--- src/rtl/perf_event_counter.sv ---
// Performance-monitor counter block: one elapsed-cycle counter plus
// NUM_EVENTS per-cycle event counters with run/pause/freeze/done control,
// an optional cycle limit, wrap or saturate overflow and a registered read port.
//
// state  | meaning
// -------+-----------------------------------------------------------
// IDLE   | not counting; start_i high moves to RUN
// RUN    | counting on every edge with start_i high
// FROZEN | counters hold; freeze_i leaves to RUN or IDLE
// DONE   | cycle limit reached; only clear_i or rst_i leave
module perf_event_counter #(
  parameter int              NUM_EVENTS  = 4,
  parameter int              CNT_WIDTH   = 32,
  parameter bit              SATURATE    = 1'b1,
  parameter longint unsigned CYCLE_LIMIT = 0,
  parameter int              SEL_W       = 4
) (
  input  logic                  clk_i,
  input  logic                  rst_i,
  input  logic                  start_i,
  input  logic [NUM_EVENTS-1:0] event_i,
  input  logic                  clear_i,
  input  logic                  freeze_i,
  input  logic                  rd_req_i,
  input  logic [SEL_W-1:0]      rd_sel_i,
  output logic [CNT_WIDTH-1:0]  rd_data_o,
  output logic                  rd_valid_o,
  output logic [NUM_EVENTS:0]   ovf_o,
  output logic                  done_o,
  output logic [1:0]            state_o
);

  localparam logic [1:0] S_IDLE   = 2'd0;
  localparam logic [1:0] S_RUN    = 2'd1;
  localparam logic [1:0] S_FROZEN = 2'd2;
  localparam logic [1:0] S_DONE   = 2'd3;

  localparam logic [CNT_WIDTH-1:0] ALL_ONES = '1;

  // A limit that does not fit in the counter can never be reached.
  localparam bit LIMIT_EN = (CYCLE_LIMIT != 0) &&
                            ((CNT_WIDTH >= 64) || (CYCLE_LIMIT < (64'd1 << CNT_WIDTH)));
  localparam logic [CNT_WIDTH-1:0] LIMIT_VAL = CYCLE_LIMIT[CNT_WIDTH-1:0];

  // Index 0 is the cycle counter, index k+1 is event counter k.
  logic [NUM_EVENTS:0][CNT_WIDTH-1:0] cnt;
  logic [NUM_EVENTS:0][CNT_WIDTH-1:0] cnt_bump;
  logic [NUM_EVENTS:0]                at_max;
  logic [NUM_EVENTS:0]                inc;
  logic [CNT_WIDTH-1:0]               rd_mux;
  logic                               limit_hit;

  // Next value of each counter if it were incremented this edge.
  always_comb begin
    cnt_bump = '0;
    at_max   = '0;
    for (int j = 0; j <= NUM_EVENTS; j++) begin
      at_max[j]   = (cnt[j] == ALL_ONES);
      cnt_bump[j] = at_max[j] ? (SATURATE ? ALL_ONES : '0) : cnt[j] + CNT_WIDTH'(1);
    end
    inc       = {event_i, 1'b1};
    limit_hit = LIMIT_EN && !at_max[0] && (cnt_bump[0] == LIMIT_VAL);
  end

  // Read-select mux over the current (pre-increment) counter values.
  always_comb begin
    rd_mux = '0;
    for (int j = 0; j <= NUM_EVENTS; j++) begin
      if (rd_sel_i == SEL_W'(j)) rd_mux = cnt[j];
    end
  end

  // Control state, counters, sticky flags and the registered read port.
  always_ff @(posedge clk_i) begin
    if (rst_i) begin
      cnt        <= '0;
      ovf_o      <= '0;
      done_o     <= 1'b0;
      state_o    <= S_IDLE;
      rd_valid_o <= 1'b0;
      rd_data_o  <= '0;
    end else begin
      rd_valid_o <= rd_req_i;
      if (rd_req_i) rd_data_o <= rd_mux;

      if (clear_i) begin
        cnt     <= '0;
        ovf_o   <= '0;
        done_o  <= 1'b0;
        state_o <= S_IDLE;
      end else begin
        case (state_o)
          S_IDLE: begin
            if (start_i) state_o <= S_RUN;
          end
          S_RUN: begin
            if (freeze_i) begin
              state_o <= S_FROZEN;
            end else if (!start_i) begin
              state_o <= S_IDLE;
            end else begin
              for (int j = 0; j <= NUM_EVENTS; j++) begin
                if (inc[j]) begin
                  cnt[j] <= cnt_bump[j];
                  if (at_max[j]) ovf_o[j] <= 1'b1;
                end
              end
              if (limit_hit) begin
                state_o <= S_DONE;
                done_o  <= 1'b1;
              end
            end
          end
          S_FROZEN: begin
            if (freeze_i) state_o <= start_i ? S_RUN : S_IDLE;
          end
          default: ;
        endcase
      end
    end
  end

endmodule

--- config.mk ---
export PLATFORM = sky130hd
export DESIGN_NAME = perf_event_counter
export DESIGN_NICKNAME = d
export VERILOG_FILES = /design/src/rtl/perf_event_counter.sv
export SDC_FILE = /design/constraint.sdc
export NUM_CORES = 1
export LEC_CHECK = 0
export ABC_AREA = 1
export BUFFER_PORTS_ARGS = -buffer_cell sky130_fd_sc_hd__buf_4
export CAP_MARGIN = 40
export CORE_MARGIN = 4
export CORE_UTILIZATION = 40
export CTS_CLUSTER_DIAMETER = 60
export DETAILED_ROUTE_END_ITERATION = 8
export HOLD_SLACK_MARGIN = 0.06
export PLACE_DENSITY = 0.55
export SYNTH_ARGS = -nofsm -noshare
export SYNTH_HDL_FRONTEND = slang
export SYNTH_SLANG_ARGS = --single-unit
--- constraint.sdc ---
create_clock -name clk_i -period 1.9 [get_ports clk_i]
set_input_delay 0.19 -clock clk_i [delete_from_list [all_inputs] [get_ports clk_i]]
set_output_delay 0.19 -clock clk_i [all_outputs]
set_load 0.02 [all_outputs]
==> PnR_summary.wiki, run 1 <==
{| class="wikitable"
! Metric !! Value
|-
| Portion of the clock cycle consumed by the worst path in the final layout || 0.954
|-
| Combinational fraction of design power || 0.046
|-
| Main synth FF type || sky130_fd_sc_hd__dfxtp_1
|-
| Switching share of power || 0.253
|-
| CTS tree || built
|-
| CP Launch Type || flop
|-
| I/O pin total || 55
|-
| Most used standard cell by instance count after synthesis || sky130_fd_sc_hd__nand2_1
|-
| Post-route non-filler standard cell count || 2563
|-
| Warnings from Yosys || 0
|-
| Number of maximum-capacitance violations || 0
|-
| F_max || 0.552 GHz
|-
| Number of antenna repair diodes || 0
|-
| Leakage Power || 5.40 nW
|-
| Clock Sinks || 200
|-
| First-pass GRT wire length || roughly 69 mm
|-
| Reg2reg end || cnt[119]
|-
| List of most frequent post-synthesis cells || sky130_fd_sc_hd__nand2_1 (642), sky130_fd_sc_hd__nor2_1 (240), sky130_fd_sc_hd__inv_1 (207)
|-
| Critical path type || reg2reg
|-
| Grt ovf || 0
|-
| Hold Path End || rd_valid_o
|-
| Number of rows created at floorplan || 64
|-
| Final hold violations || 0
|-
| Fraction of synthesis flops using an asynchronous set or reset pin || 0
|-
| Shortest clock period the worst path allows after layout || 1.81 ns
|-
| Starting Density || 0.405
|-
| Clock slew at reported path FFs || 0.08 ns
|-
| Vias per inst || 5.19
|-
| DRT antenna net count || 0
|-
| Buffer depth of the longest clock path || 2
|-
| Post-DP HPWL || about 34 mm
|-
| Data arrival at the endpoint of the critical path || about 2.2 ns
|-
| Number of standard cells after synthesis || 2015
|-
| Core Footprint || 30600 sq um
|-
| Mapped Area || 12400 sq um
|-
| Clock network power share || 0.455
|-
| Number of global-route vias before repair || between 10k and 15k
|-
| Mapped Nets || 2038
|-
| Htree depth || 4
|-
| Detailed-route wire length per cell || 17.3 um
|-
| Number of enable flip-flop cells after synthesis || 0
|-
| Number of synthesized register bits || 200
|-
| Final GP Congestion || 0.934
|-
| Num CTS Buffers || 17
|-
| Measured slew at the worst slew-check pin || 0.535 ns
|-
| Max stage delay cell, worst path || sky130_fd_sc_hd__dfxtp_2
|-
| Largest cells by area after synthesis || sky130_fd_sc_hd__dfxtp_1 (32%), sky130_fd_sc_hd__nand2_1 (19%), sky130_fd_sc_hd__nand3_1 (7.3%), sky130_fd_sc_hd__nor2_1 (7.3%), sky130_fd_sc_hd__a21oi_1 (6.5%)
|-
| Yosys cell types || 38
|-
| DIE AREA || 33900 sq um
|-
| Fin Hold WS || 0.138 ns
|-
| Crit Reg-Reg Startpoint || state_o[1]
|-
| Die span in x || roughly 180 um
|-
| Status || finished, final reports clean
|-
| Count of endpoints failing setup in the final report || 0
|-
| Root buffer cell || sky130_fd_sc_hd__clkbuf_16
|-
| Insertion delay of the later-clocked pin in the worst-skew pair || 0.46 ns
|-
| Max-slew violation count || 0
|-
| Post-Layout Inst Area || around 15000 sq um
|-
| Critical hold path startpoint || rst_i
|-
| Worst-path maximum fanout || 11
|-
| Share of the synthesized area in the top cell type || 0.323
|-
| I/O Buffers || 53
|-
| Initial antenna violation count || 0
|-
| Post-synthesis sequential area ratio || 0.323
|-
| Class of the most critical hold timing path || in2reg
|-
| DRC || 0
|-
| IR drop worst, VDD || around 0.63 mV
|-
| Required time of the critical path || 2.26 ns
|-
| Reg-to-reg slack, setup || 0.09 ns
|-
| Power per cell area || 570 nW/um^2
|-
| Syn Area/Cell || ~6.2 sq um
|-
| Skew final || 0.0142 ns
|-
| Via Count || 13.3k
|-
| Net count reported at finish || around 2.2k
|-
| # fillers || 3308
|-
| Post-synth top area cell || sky130_fd_sc_hd__dfxtp_1
|-
| Die Span Y || 184 um
|-
| Sequential group share of total power || 0.499
|-
| Overall routed net length || 44.2 mm
|-
| Largest stage delay on the critical path || 0.33 ns
|-
| Crit path cell chain || inv_2, ha_4, buf_12, nand2_1, nor2_4, nand3_1, nor2_1, buf_6, nand3_1, nand2_1, nand3_1, nand2_1, inv_1
|-
| Maximum number of pins on one net before global-route repair || 73
|-
| Pint || approximately 0.0063 W
|-
| Critical path capture point type || flop
|-
| Number of violations reported at the end of detailed-routing iteration 0 || 1065
|-
| Pre-antenna DRT Iters || 8
|-
| Proportion of layout cells with a drive suffix above 1 || 0.132
|-
| Switching power || around 0.0021 W
|-
| Path depth of the worst reg2reg path || 13
|-
| Number of cells traversed by the worst hold path || 2
|-
| Placement-stage cell area || 14100 sq um
|-
| Tot GR Track Use || 0.261
|-
| Normalized max-slew margin || 0.643
|-
| Synthesis-to-finish area growth || 19.4%
|-
| Post-placement cell count || about 2.5k
|}
==> logic make-up (layout without fill, tap and decap cells) <==
kind of cell / Yosys count / count (layout) / synth area share
AO/OA/AOI/OAI: 298 / 298 / 0.132
flip-flops: 200 / 200 / 0.323
XOR/XNOR: 54 / 54 / 0.0381
other: 1 / 1 / 0.000302
buffers and inverters: 277 / 429 / 0.0892
AND/OR/NAND/NOR: 1176 / 1176 / 0.409
adder cells (fa/ha/maj): 9 / 9 / 0.00908
==> layout make-up <==
class	count	area (sq um)	share of cell area
Multi-Input combinational cell	1538	7380	0.498
Clock buffer	18	429	0.0290
Inverter	212	798	0.0539
Clock inverter	14	161	0.0109
Tap cell	396	495	0.0335
Sequential cell	200	4010	0.271
Timing Repair Buffer	185	1540	0.104
==> placed cells by master, fill, tap and decap left out, drive strengths merged, types with 9 or more instances in the layout <==
cell type,count
inv,218
nor3,24
clkbuf,18
a21oi,161
o22ai,19
ha,9
nand4,50
xnor2,17
o21bai,26
nand2,647
xor2,37
nand3,185
buf,184
o211ai,15
dfxtp,200
o21ai,69
nor2,260
==> power groups by stage <==
stage	registers [W]	clock network [W]	logic (W)
after floorplan	0.00432	0	0.000194
after global placement	0.00431	0	0.000379
after detailed placement	0.00431	0	0.000383
after CTS	0.00421	0.00390	0.000386
after global routing	0.00421	0.00406	0.000420
final	0.00421	0.00384	0.000390
==> state kept, by name (all words and copies together) (netlist names) <==
name and flops:
cnt 160, ovf_o 5, rd_data_o 32, rd_valid_o 1
state_o 2
==> how the worst max path moves through the flow <==
stage,start,endpoint,slack (ns),cells past startpoint
floorplan,state_o[0],cnt[151],0.003,12
global placement,state_o[1],cnt[17],-0.02,12
detailed placement,state_o[1],cnt[17],-0.02,12
CTS,state_o[1],cnt[95],0.002,10
global route,state_o[1],cnt[159],-0.006,12
finish,state_o[1],cnt[119],0.09,13
==> through the flow <==
| step | setup WS [ns] | total power (W) | util | TNS (ns) |
|---|---|---|---|---|
| final | 0.0877 | 0.00844 | 0.484 | 0 |
| after CTS | 0.00223 | 0.00849 | 0.480 | 0 |
| after detailed placement | -0.0221 | 0.00469 | 0.460 | -0.0548 |
| after global placement | -0.0221 | 0.00469 | 0.460 | -0.0270 |
| after floorplan | 0.00272 | 0.00451 | - | 0 |
| after global routing | -0.00569 | 0.00869 | 0.484 | -0.0204 |
==> layer usage <==
metal / routed length [um] / track usage
met2: 20100 / 0.424
met1: 19800 / 0.345
met4: 2020 / 0.114
met5: 0 / 0
met3: 2280 / 0.0382
==> worst max-delay path: cells and delay by family (launching register included) <==
family	cells	cell delay, ns
simple gates	8	0.82
flops	1	0.33
buf+inv	4	0.41
fa+ha+maj	1	0.16
==> timing repair <==
action / CTS / global route
pin swaps: 0 / 9
hold buffers: 1 / 0
cloned: 0 / 0
hold endpoints to repair: 1 / 0
gates resized for setup: 2 / 30
endpoints found under the setup margin: 8 / 109
buffers inserted: 0 / 5
Note: power is estimated with default switching activity, not from simulation.
==> run 2, diff against run 1 <==
--- a/config.mk
+++ b/config.mk
@@ -6,14 +6,15 @@
 export NUM_CORES = 1
 export LEC_CHECK = 0
 export ABC_AREA = 1
+export ABC_CLOCK_PERIOD_IN_PS = 1900
 export BUFFER_PORTS_ARGS = -buffer_cell sky130_fd_sc_hd__buf_4
 export CAP_MARGIN = 40
 export CORE_MARGIN = 4
 export CORE_UTILIZATION = 40
-export CTS_CLUSTER_DIAMETER = 60
 export DETAILED_ROUTE_END_ITERATION = 8
 export HOLD_SLACK_MARGIN = 0.06
 export PLACE_DENSITY = 0.55
+export REMOVE_ABC_BUFFERS = 1
 export SYNTH_ARGS = -nofsm -noshare
 export SYNTH_HDL_FRONTEND = slang
 export SYNTH_SLANG_ARGS = --single-unit
==> PnR_summary.wiki, run 2 (same netlist as run 1, synthesis figures left out) <==
{| class="wikitable"
! Metric !! Value
|-
| # fillers || 3255 (was 3308)
|-
| Measured slew at the worst slew-check pin || 0.567 ns (was 0.535 ns)
|-
| Sequential standard cell area || 4010 sq um (about the same)
|-
| Portion of the clock cycle consumed by the worst path in the final layout || 0.994 (was 0.954)
|-
| DRT antenna net count || 0 (unchanged)
|-
| Unrepaired setup endpoints after global routing || true
|-
| Grt ovf || 0 (unchanged)
|-
| Worst-path maximum fanout || 7 (was 11)
|-
| Max stage delay cell, worst path || sky130_fd_sc_hd__dfxtp_2 (unchanged)
|-
| Die span in x || 184 um (unchanged)
|-
| Sequential group share of total power || 0.508 (was 0.499)
|-
| Clock network power share || 0.442 (was 0.455)
|-
| CP Launch Type || flop (unchanged)
|-
| Commonest non-fill, non-tap cell in the layout || sky130_fd_sc_hd__nand2_1 (unchanged)
|-
| Critical path type || reg2reg (unchanged)
|-
| Leakage Power || 5.51 nW (was 5.40 nW)
|-
| Net count reported at finish || 2196 (was 2177)
|-
| Skew final || 0.0125 ns (was 0.0142 ns)
|-
| M1 wire length || 19.8 mm (about the same)
|-
| Class of the most critical hold timing path || in2reg (unchanged)
|-
| First-pass GRT wire length || 66.8 mm (was 69.3 mm)
|-
| Pint || 0.00618 W (was 0.00630 W)
|-
| Max-slew violation count || 0 (unchanged)
|-
| Number of maximum-capacitance violations || 0 (unchanged)
|-
| Core Footprint || 30600 sq um (unchanged)
|-
| Required time of the critical path || 2.28 ns (was 2.26 ns)
|-
| Tot GR Track Use || 0.249 (was 0.261)
|-
| Pre-antenna DRT Iters || 5 (was 8)
|-
| Cell type group with the largest total delay on the critical path || simple AND/OR/NAND/NOR gates (unchanged)
|-
| Overall routed net length || 42.5 mm (was 44.2 mm)
|-
| Num CTS Buffers || 17 (unchanged)
|-
| Count of endpoints failing setup in the final report || 0 (unchanged)
|-
| Insertion delay of the later-clocked pin in the worst-skew pair || 0.45 ns (was 0.46 ns)
|-
| Number of violations reported at the end of detailed-routing iteration 0 || 1121 (was 1065)
|-
| Number of rows created at floorplan || 64 (unchanged)
|-
| Largest register by flop count || cnt (unchanged)
|-
| Htree depth || 4 (unchanged)
|-
| Maximum number of pins on one net before global-route repair || 46 (was 73)
|-
| Met3 WL || 2.17 mm (was 2.28 mm)
|-
| Number of global-route vias before repair || 12.4k (was 12.7k)
|-
| Initial antenna violation count || 0 (unchanged)
|-
| Root buffer cell || sky130_fd_sc_hd__clkbuf_16 (unchanged)
|-
| Combinational fraction of design power || 0.049 (was 0.046)
|-
| Final hold violations || 0 (unchanged)
|-
| Vias per inst || 5.18 (was 5.19)
|-
| Data arrival at the endpoint of the critical path || 2.27 ns (was 2.17 ns)
|-
| Largest stage delay on the critical path || 0.33 ns (about the same)
|-
| Bufs and invs on worst path || 2 (was 4)
|-
| Post-DP HPWL || 32.9 mm (was 34.0 mm)
|-
| Critical path capture point type || flop (unchanged)
|-
| Number of flip-flops under the largest register name || 160 (unchanged)
|-
| Number of antenna repair diodes || 0 (unchanged)
|-
| Via Count || 13.4k (was 13.3k)
|-
| Power per cell area || 549 nW/um^2 (was 570 nW/um^2)
|-
| CTS tree || built (unchanged)
|-
| I/O pin total || 55 (unchanged)
|-
| Topmost layer with routed signal wires || met4 (unchanged)
|-
| Switching power || 0.00210 W (was 0.00213 W)
|-
| Met2 Routed Length || 19.4 mm (was 20.1 mm)
|-
| Die Span Y || 184 um (unchanged)
|-
| DRC || 0 (unchanged)
|-
| DIE AREA || 33900 sq um (unchanged)
|-
| Final GP Congestion || 0.916 (was 0.934)
|-
| Synthesis-to-finish area growth || 21.6% (was 19.4%)
|-
| Detailed-route wire length per cell || 16.5 um (was 17.3 um)
|-
| Clock slew at reported path FFs || 0.07 ns (was 0.08 ns)
|-
| Clock Sinks || 200 (unchanged)
|-
| Proportion of layout cells with a drive suffix above 1 || 0.146 (was 0.132)
|-
| IR drop worst, VDD || 0.593 mV (was 0.635 mV)
|-
| Shortest clock period the worst path allows after layout || 1.89 ns (was 1.81 ns)
|-
| F_max || 0.529 GHz (was 0.552 GHz)
|-
| Post-route non-filler standard cell count || 2581 (was 2563)
|-
| Post-Route Utilization || 0.493 (was 0.484)
|-
| Area of combinational cells with multiple inputs || 7480 sq um (was 7380 sq um)
|-
| Largest registers || cnt x160, rd_data_o x32, ovf_o x5 (unchanged)
|-
| Post-placement cell count || 2536 (was 2525)
|-
| Buffer depth of the longest clock path || 2 (unchanged)
|-
| Switching share of power || 0.253 (about the same)
|-
| Crit path cell chain || inv_2, ha_4, nand2_4, nor2_4, nand3_4, nor2_8, nand4_4, clkbuf_16, a21oi_1 (was inv_2, ha_4, buf_12, nand2_1, nor2_4, nand3_1, nor2_1, buf_6, nand3_1, nand2_1, nand3_1, nand2_1, inv_1)
|-
| I/O Buffers || 53 (unchanged)
|-
| Normalized max-slew margin || 0.622 (was 0.643)
|-
| Starting Density || 0.405 (unchanged)
|-
| Commonest non-fill, non-tap cells in the layout || sky130_fd_sc_hd__nand2_1 (640), sky130_fd_sc_hd__nor2_1 (231), sky130_fd_sc_hd__inv_1 (205) (was sky130_fd_sc_hd__nand2_1 (639), sky130_fd_sc_hd__nor2_1 (230), sky130_fd_sc_hd__inv_1 (206))
|-
| Status || finished, final reports clean (unchanged)
|}
## run 2: final timing paths
| kind | depth (start not counted) | endpoint | slack (ns) | start |
|---|---|---|---|---|
| worst max-delay path | 9 | cnt[140] | 0.01 | state_o[1] |
| worst min-delay path | 5 | state_o[1] | 0.16 | start_i |
| worst max register to register | 9 | cnt[140] | 0.01 | state_o[1] |
| worst min register to register | 2 | ovf_o[0] | 0.45 | ovf_o[0] |
## run 2: what timing repair did
item,in CTS,in global routing
endpoints found under the setup margin,13,125
hold buffers,1,0
pin swaps,1,15
cloned,1,2
gates resized for setup,1,48
endpoints found under the hold margin,1,0
buffers inserted,2,9
## run 2: worst reg2reg max path, stage by stage (launching register included)
cell and delay [ns]:
sky130_fd_sc_hd__dfxtp_2 0.33, sky130_fd_sc_hd__inv_2 0.06, sky130_fd_sc_hd__ha_4 0.21, sky130_fd_sc_hd__nand2_4 0.07
sky130_fd_sc_hd__nor2_4 0.24, sky130_fd_sc_hd__nand3_4 0.16, sky130_fd_sc_hd__nor2_8 0.16, sky130_fd_sc_hd__nand4_4 0.20
sky130_fd_sc_hd__clkbuf_16 0.26, sky130_fd_sc_hd__a21oi_1 0.13
## run 2: cell type report
| class | instances | share of cell area |
|---|---|---|
| clock buffers | 17 | 0.0282 |
| inverters | 212 | 0.0529 |
| well taps | 396 | 0.0329 |
| flip-flops and latches | 200 | 0.266 |
| repair buffers | 203 | 0.115 |
| clock inverters | 14 | 0.00929 |
| multi-input cells | 1539 | 0.496 |
## run 2: stage by stage
step	power, W	setup WS, ns	cell area (sq um)	hold slack (ns)	TNS, ns
2_1_floorplan	0.00448	-0.796	12100	0.259	-112.37
3_3_place_gp	0.00471	0.0337	14200	0.436	0
3_5_place_dp	0.00471	-0.0297	14200	0.442	-0.0472
4_1_cts	0.00836	0.00101	14800	0.149	0
5_1_grt	0.00857	-0.0425	15100	0.183	-0.374
6_report	0.00828	0.0112	15100	0.156	0
## run 2: power groups by stage
stage | logic, W | clock network (W) | registers [W]
final | 0.000409 | 0.00366 | 0.00421
after global routing | 0.000438 | 0.00392 | 0.00421
after CTS | 0.000402 | 0.00375 | 0.00421
after detailed placement | 0.000400 | 0 | 0.00431
after global placement | 0.000400 | 0 | 0.00431
after floorplan | 0.000160 | 0 | 0.00432
## run 2: per-layer routing
layer / GRT usage / up-vias
met2: 0.399 / 365
li1: - / 6811
met4: 0.0825 / 0
met1: 0.347 / 6129
met5: 0 / -
met3: 0.0309 / 62
==> run 3, diff against run 2 <==
--- a/config.mk
+++ b/config.mk
@@ -7,13 +7,13 @@
 export LEC_CHECK = 0
 export ABC_AREA = 1
 export ABC_CLOCK_PERIOD_IN_PS = 1900
-export BUFFER_PORTS_ARGS = -buffer_cell sky130_fd_sc_hd__buf_4
 export CAP_MARGIN = 40
 export CORE_MARGIN = 4
 export CORE_UTILIZATION = 40
 export DETAILED_ROUTE_END_ITERATION = 8
+export DONT_BUFFER_PORTS = 1
 export HOLD_SLACK_MARGIN = 0.06
-export PLACE_DENSITY = 0.55
+export PLACE_DENSITY = 0.53
 export REMOVE_ABC_BUFFERS = 1
 export SYNTH_ARGS = -nofsm -noshare
 export SYNTH_HDL_FRONTEND = slang
==> PnR_summary.wiki, run 3 (same netlist as run 1, synthesis figures left out) <==
{| class="wikitable"
! Metric !! Value
|-
| Largest stage delay on the critical path || 0.33 ns (about the same)
|-
| Met3 routing resource usage after global routing || 0.0459 (was 0.0309)
|-
| Reg-to-reg slack, setup || 0.02 ns (was 0.01 ns)
|-
| Starting Density || 0.405 (unchanged)
|-
| Post-Route Utilization || 0.494 (was 0.493)
|-
| Measured slew at the worst slew-check pin || 0.685 ns (was 0.567 ns)
|-
| Number of global-route vias before repair || 12.4k (about the same)
|-
| Unrepaired setup endpoints after global routing || true (unchanged)
|-
| Htree depth || 4 (unchanged)
|-
| Num CTS Buffers || 17 (unchanged)
|-
| Critical hold path startpoint || rd_req_i (was start_i)
|-
| IR drop worst, VDD || 0.616 mV (was 0.593 mV)
|-
| Worst-path maximum fanout || 7 (unchanged)
|-
| Initial antenna violation count || 0 (unchanged)
|-
| Post-DP HPWL || 33.6 mm (was 32.9 mm)
|-
| Net count reported at finish || 2179 (was 2196)
|-
| Pre-antenna DRT Iters || 7 (was 5)
|-
| CP Launch Type || flop (unchanged)
|-
| Final hold violations || 0 (unchanged)
|-
| Hold Path End || rd_data_o[11] (was state_o[1])
|-
| Layer carrying the most global-route usage || met2 (unchanged)
|-
| Post-Layout Inst Area || 15100 sq um (about the same)
|-
| Global routing usage on met2 || 0.403 (was 0.399)
|-
| Status || finished, final reports clean (unchanged)
|-
| Portion of the clock cycle consumed by the worst path in the final layout || 0.991 (was 0.994)
|-
| Number of maximum-capacitance violations || 0 (unchanged)
|-
| DIE AREA || 33900 sq um (unchanged)
|-
| F_max || 0.531 GHz (was 0.529 GHz)
|-
| Vias per inst || 5.21 (was 5.18)
|-
| Switching share of power || 0.259 (was 0.253)
|-
| GR Layer Usage met1 || 0.351 (was 0.347)
|-
| Clock Sinks || 200 (unchanged)
|-
| Critical path capture point type || flop (unchanged)
|-
| Largest registers || cnt x160, rd_data_o x32, ovf_o x5 (unchanged)
|-
| Proportion of layout cells with a drive suffix above 1 || 0.138 (was 0.146)
|-
| Reg2reg end || cnt[134] (was cnt[140])
|-
| Leakage Power || 5.43 nW (was 5.51 nW)
|-
| Placement-stage cell area || 13800 sq um (was 14200 sq um)
|-
| Number of antenna repair diodes || 0 (unchanged)
|-
| Post-route non-filler standard cell count || 2565 (was 2581)
|-
| Normalized max-slew margin || 0.543 (was 0.622)
|-
| Combinational fraction of design power || 0.044 (was 0.049)
|-
| Minimum setup slack after placement || 0.0161 ns (was -0.0297 ns)
|-
| Insertion delay of the later-clocked pin in the worst-skew pair || 0.46 ns (was 0.45 ns)
|-
| Overall routed net length || 44.1 mm (was 42.5 mm)
|-
| Number of cells traversed by the worst hold path || 3 (was 5)
|-
| Via Count || 13.4k (about the same)
|-
| Switching power || 0.00217 W (was 0.00210 W)
|-
| Grt ovf || 0 (unchanged)
|-
| Commonest non-fill, non-tap cells in the layout || sky130_fd_sc_hd__nand2_1 (637), sky130_fd_sc_hd__nor2_1 (227), sky130_fd_sc_hd__inv_1 (206) (was sky130_fd_sc_hd__nand2_1 (640), sky130_fd_sc_hd__nor2_1 (231), sky130_fd_sc_hd__inv_1 (205))
|-
| I/O Buffers || 0 (was 53)
|-
| Data arrival at the endpoint of the critical path || 2.27 ns (about the same)
|-
| Critical path type || reg2reg (unchanged)
|-
| Number of violations reported at the end of detailed-routing iteration 0 || 1036 (was 1121)
|-
| Maximum number of pins on one net before global-route repair || 65 (was 46)
|-
| Largest register by flop count || cnt (unchanged)
|-
| Synthesis-to-finish area growth || 21.9% (was 21.6%)
|-
| Die Span Y || 184 um (unchanged)
|-
| Clock network power share || 0.451 (was 0.442)
|-
| Crit path cell chain || inv_2, ha_4, buf_8, nand2_4, nor2_4, buf_6, nand3_4, nor2_8, nand4_4, clkbuf_16, a31oi_1 (was inv_2, ha_4, nand2_4, nor2_4, nand3_4, nor2_8, nand4_4, clkbuf_16, a21oi_1)
|-
| Commonest non-fill, non-tap cell in the layout || sky130_fd_sc_hd__nand2_1 (unchanged)
|-
| Final GP Congestion || 0.909 (was 0.916)
|-
| DRC || 0 (unchanged)
|-
| CTS tree || built (unchanged)
|-
| First-pass GRT wire length || 67.7 mm (was 66.8 mm)
|-
| Class of the most critical hold timing path || in2reg (unchanged)
|-
| Required time of the critical path || 2.29 ns (was 2.28 ns)
|-
| Shortest clock period the worst path allows after layout || 1.88 ns (was 1.89 ns)
|-
| Max stage delay cell, worst path || sky130_fd_sc_hd__dfxtp_2 (unchanged)
|-
| Detailed-route wire length per cell || 17.2 um (was 16.5 um)
|-
| Root buffer cell || sky130_fd_sc_hd__clkbuf_16 (unchanged)
|-
| Number of flip-flops under the largest register name || 160 (unchanged)
|-
| Core Footprint || 30600 sq um (unchanged)
|-
| DRT antenna net count || 0 (unchanged)
|-
| Skew final || 0.0169 ns (was 0.0125 ns)
|-
| Post-placement cell count || 2496 (was 2536)
|-
| Max-slew violation count || 0 (unchanged)
|-
| I/O pin total || 55 (unchanged)
|-
| Power per cell area || 553 nW/um^2 (was 549 nW/um^2)
|-
| Clock slew at reported path FFs || 0.08 ns (was 0.07 ns)
|-
| Count of endpoints failing setup in the final report || 0 (unchanged)
|-
| Number of rows created at floorplan || 64 (unchanged)
|-
| Crit Reg-Reg Startpoint || state_o[1] (unchanged)
|-
| Die span in x || 184 um (unchanged)
|-
| Buffer depth of the longest clock path || 2 (unchanged)
|-
| Sequential group share of total power || 0.505 (was 0.508)
|-
| Path depth of the worst reg2reg path || 11 (was 9)
|-
| Tot GR Track Use || 0.255 (was 0.249)
|-
| Worst setup slack after layout || 0.0180 ns (was 0.0112 ns)
|-
| Pint || 0.00620 W (was 0.00618 W)
|}
==> run 3: metrics by stage <==
stage	power (W)	hold WS (ns)	TNS (ns)
after floorplan	0.00448	0.259	-112.37
after global routing	0.00862	0.0804	-0.726
after global placement	0.00462	0.265	0
final	0.00837	0.0758	0
after detailed placement	0.00462	0.266	0
after CTS	0.00843	0.0621	0
==> run 3: layout make-up <==
cell class              count  area [sq um]
inverters                 212           798
clock inverters            14           156
clock buffers              18           429
well taps                 396           495
flip-flops and latches    200          4010
repair buffers            186          1670
multi-input cells        1539          7560
fillers                  3251         15500
==> run 3: critical path: cells and delay by family, from the launching register on <==
kind | cells | cell delay, ns
AND/OR/NAND/NOR | 5 | 0.64
buffers and inverters | 4 | 0.57
flip-flops | 1 | 0.33
AO/OA/AOI/OAI | 1 | 0.15
adder cells (fa/ha/maj) | 1 | 0.13
==> run 3: how the worst max path moves through the flow <==
stage                           from        to
final                     state_o[1]  cnt[134]
after global placement    state_o[1]   cnt[46]
after CTS                 state_o[1]   cnt[45]
after detailed placement  state_o[1]   cnt[98]
after global routing      state_o[1]  cnt[134]
after floorplan              clear_i  cnt[102]
==> run 3: power groups by stage <==
stage | logic [W] | registers [W] | clock network [W]
3_3_place_gp | 0.000302 | 0.00432 | 0
2_1_floorplan | 0.000160 | 0.00432 | 0
4_1_cts | 0.000354 | 0.00422 | 0.00385
3_5_place_dp | 0.000303 | 0.00432 | 0
6_report | 0.000369 | 0.00422 | 0.00377
5_1_grt | 0.000395 | 0.00422 | 0.00400
==> run 3: what timing repair did <==
| item | 4_1_cts | 5_1_grt |
|---|---|---|
| endpoints found under the hold margin | 35 | 0 |
| pin swaps | 0 | 23 |
| endpoints found under the setup margin | 1 | 141 |
| buffers inserted | 3 | 11 |
| resized for setup | 0 | 85 |
| hold buffers | 19 | 0 |
| gates cloned | 0 | 4 |
==> run 3: metal layers <==
metal | vias up | routed length [um]
li1 | 6792 | -
met1 | 6153 | 20500
met2 | 354 | 19800
met3 | 64 | 2390
met4 | 0 | 1370
met5 | - | 0
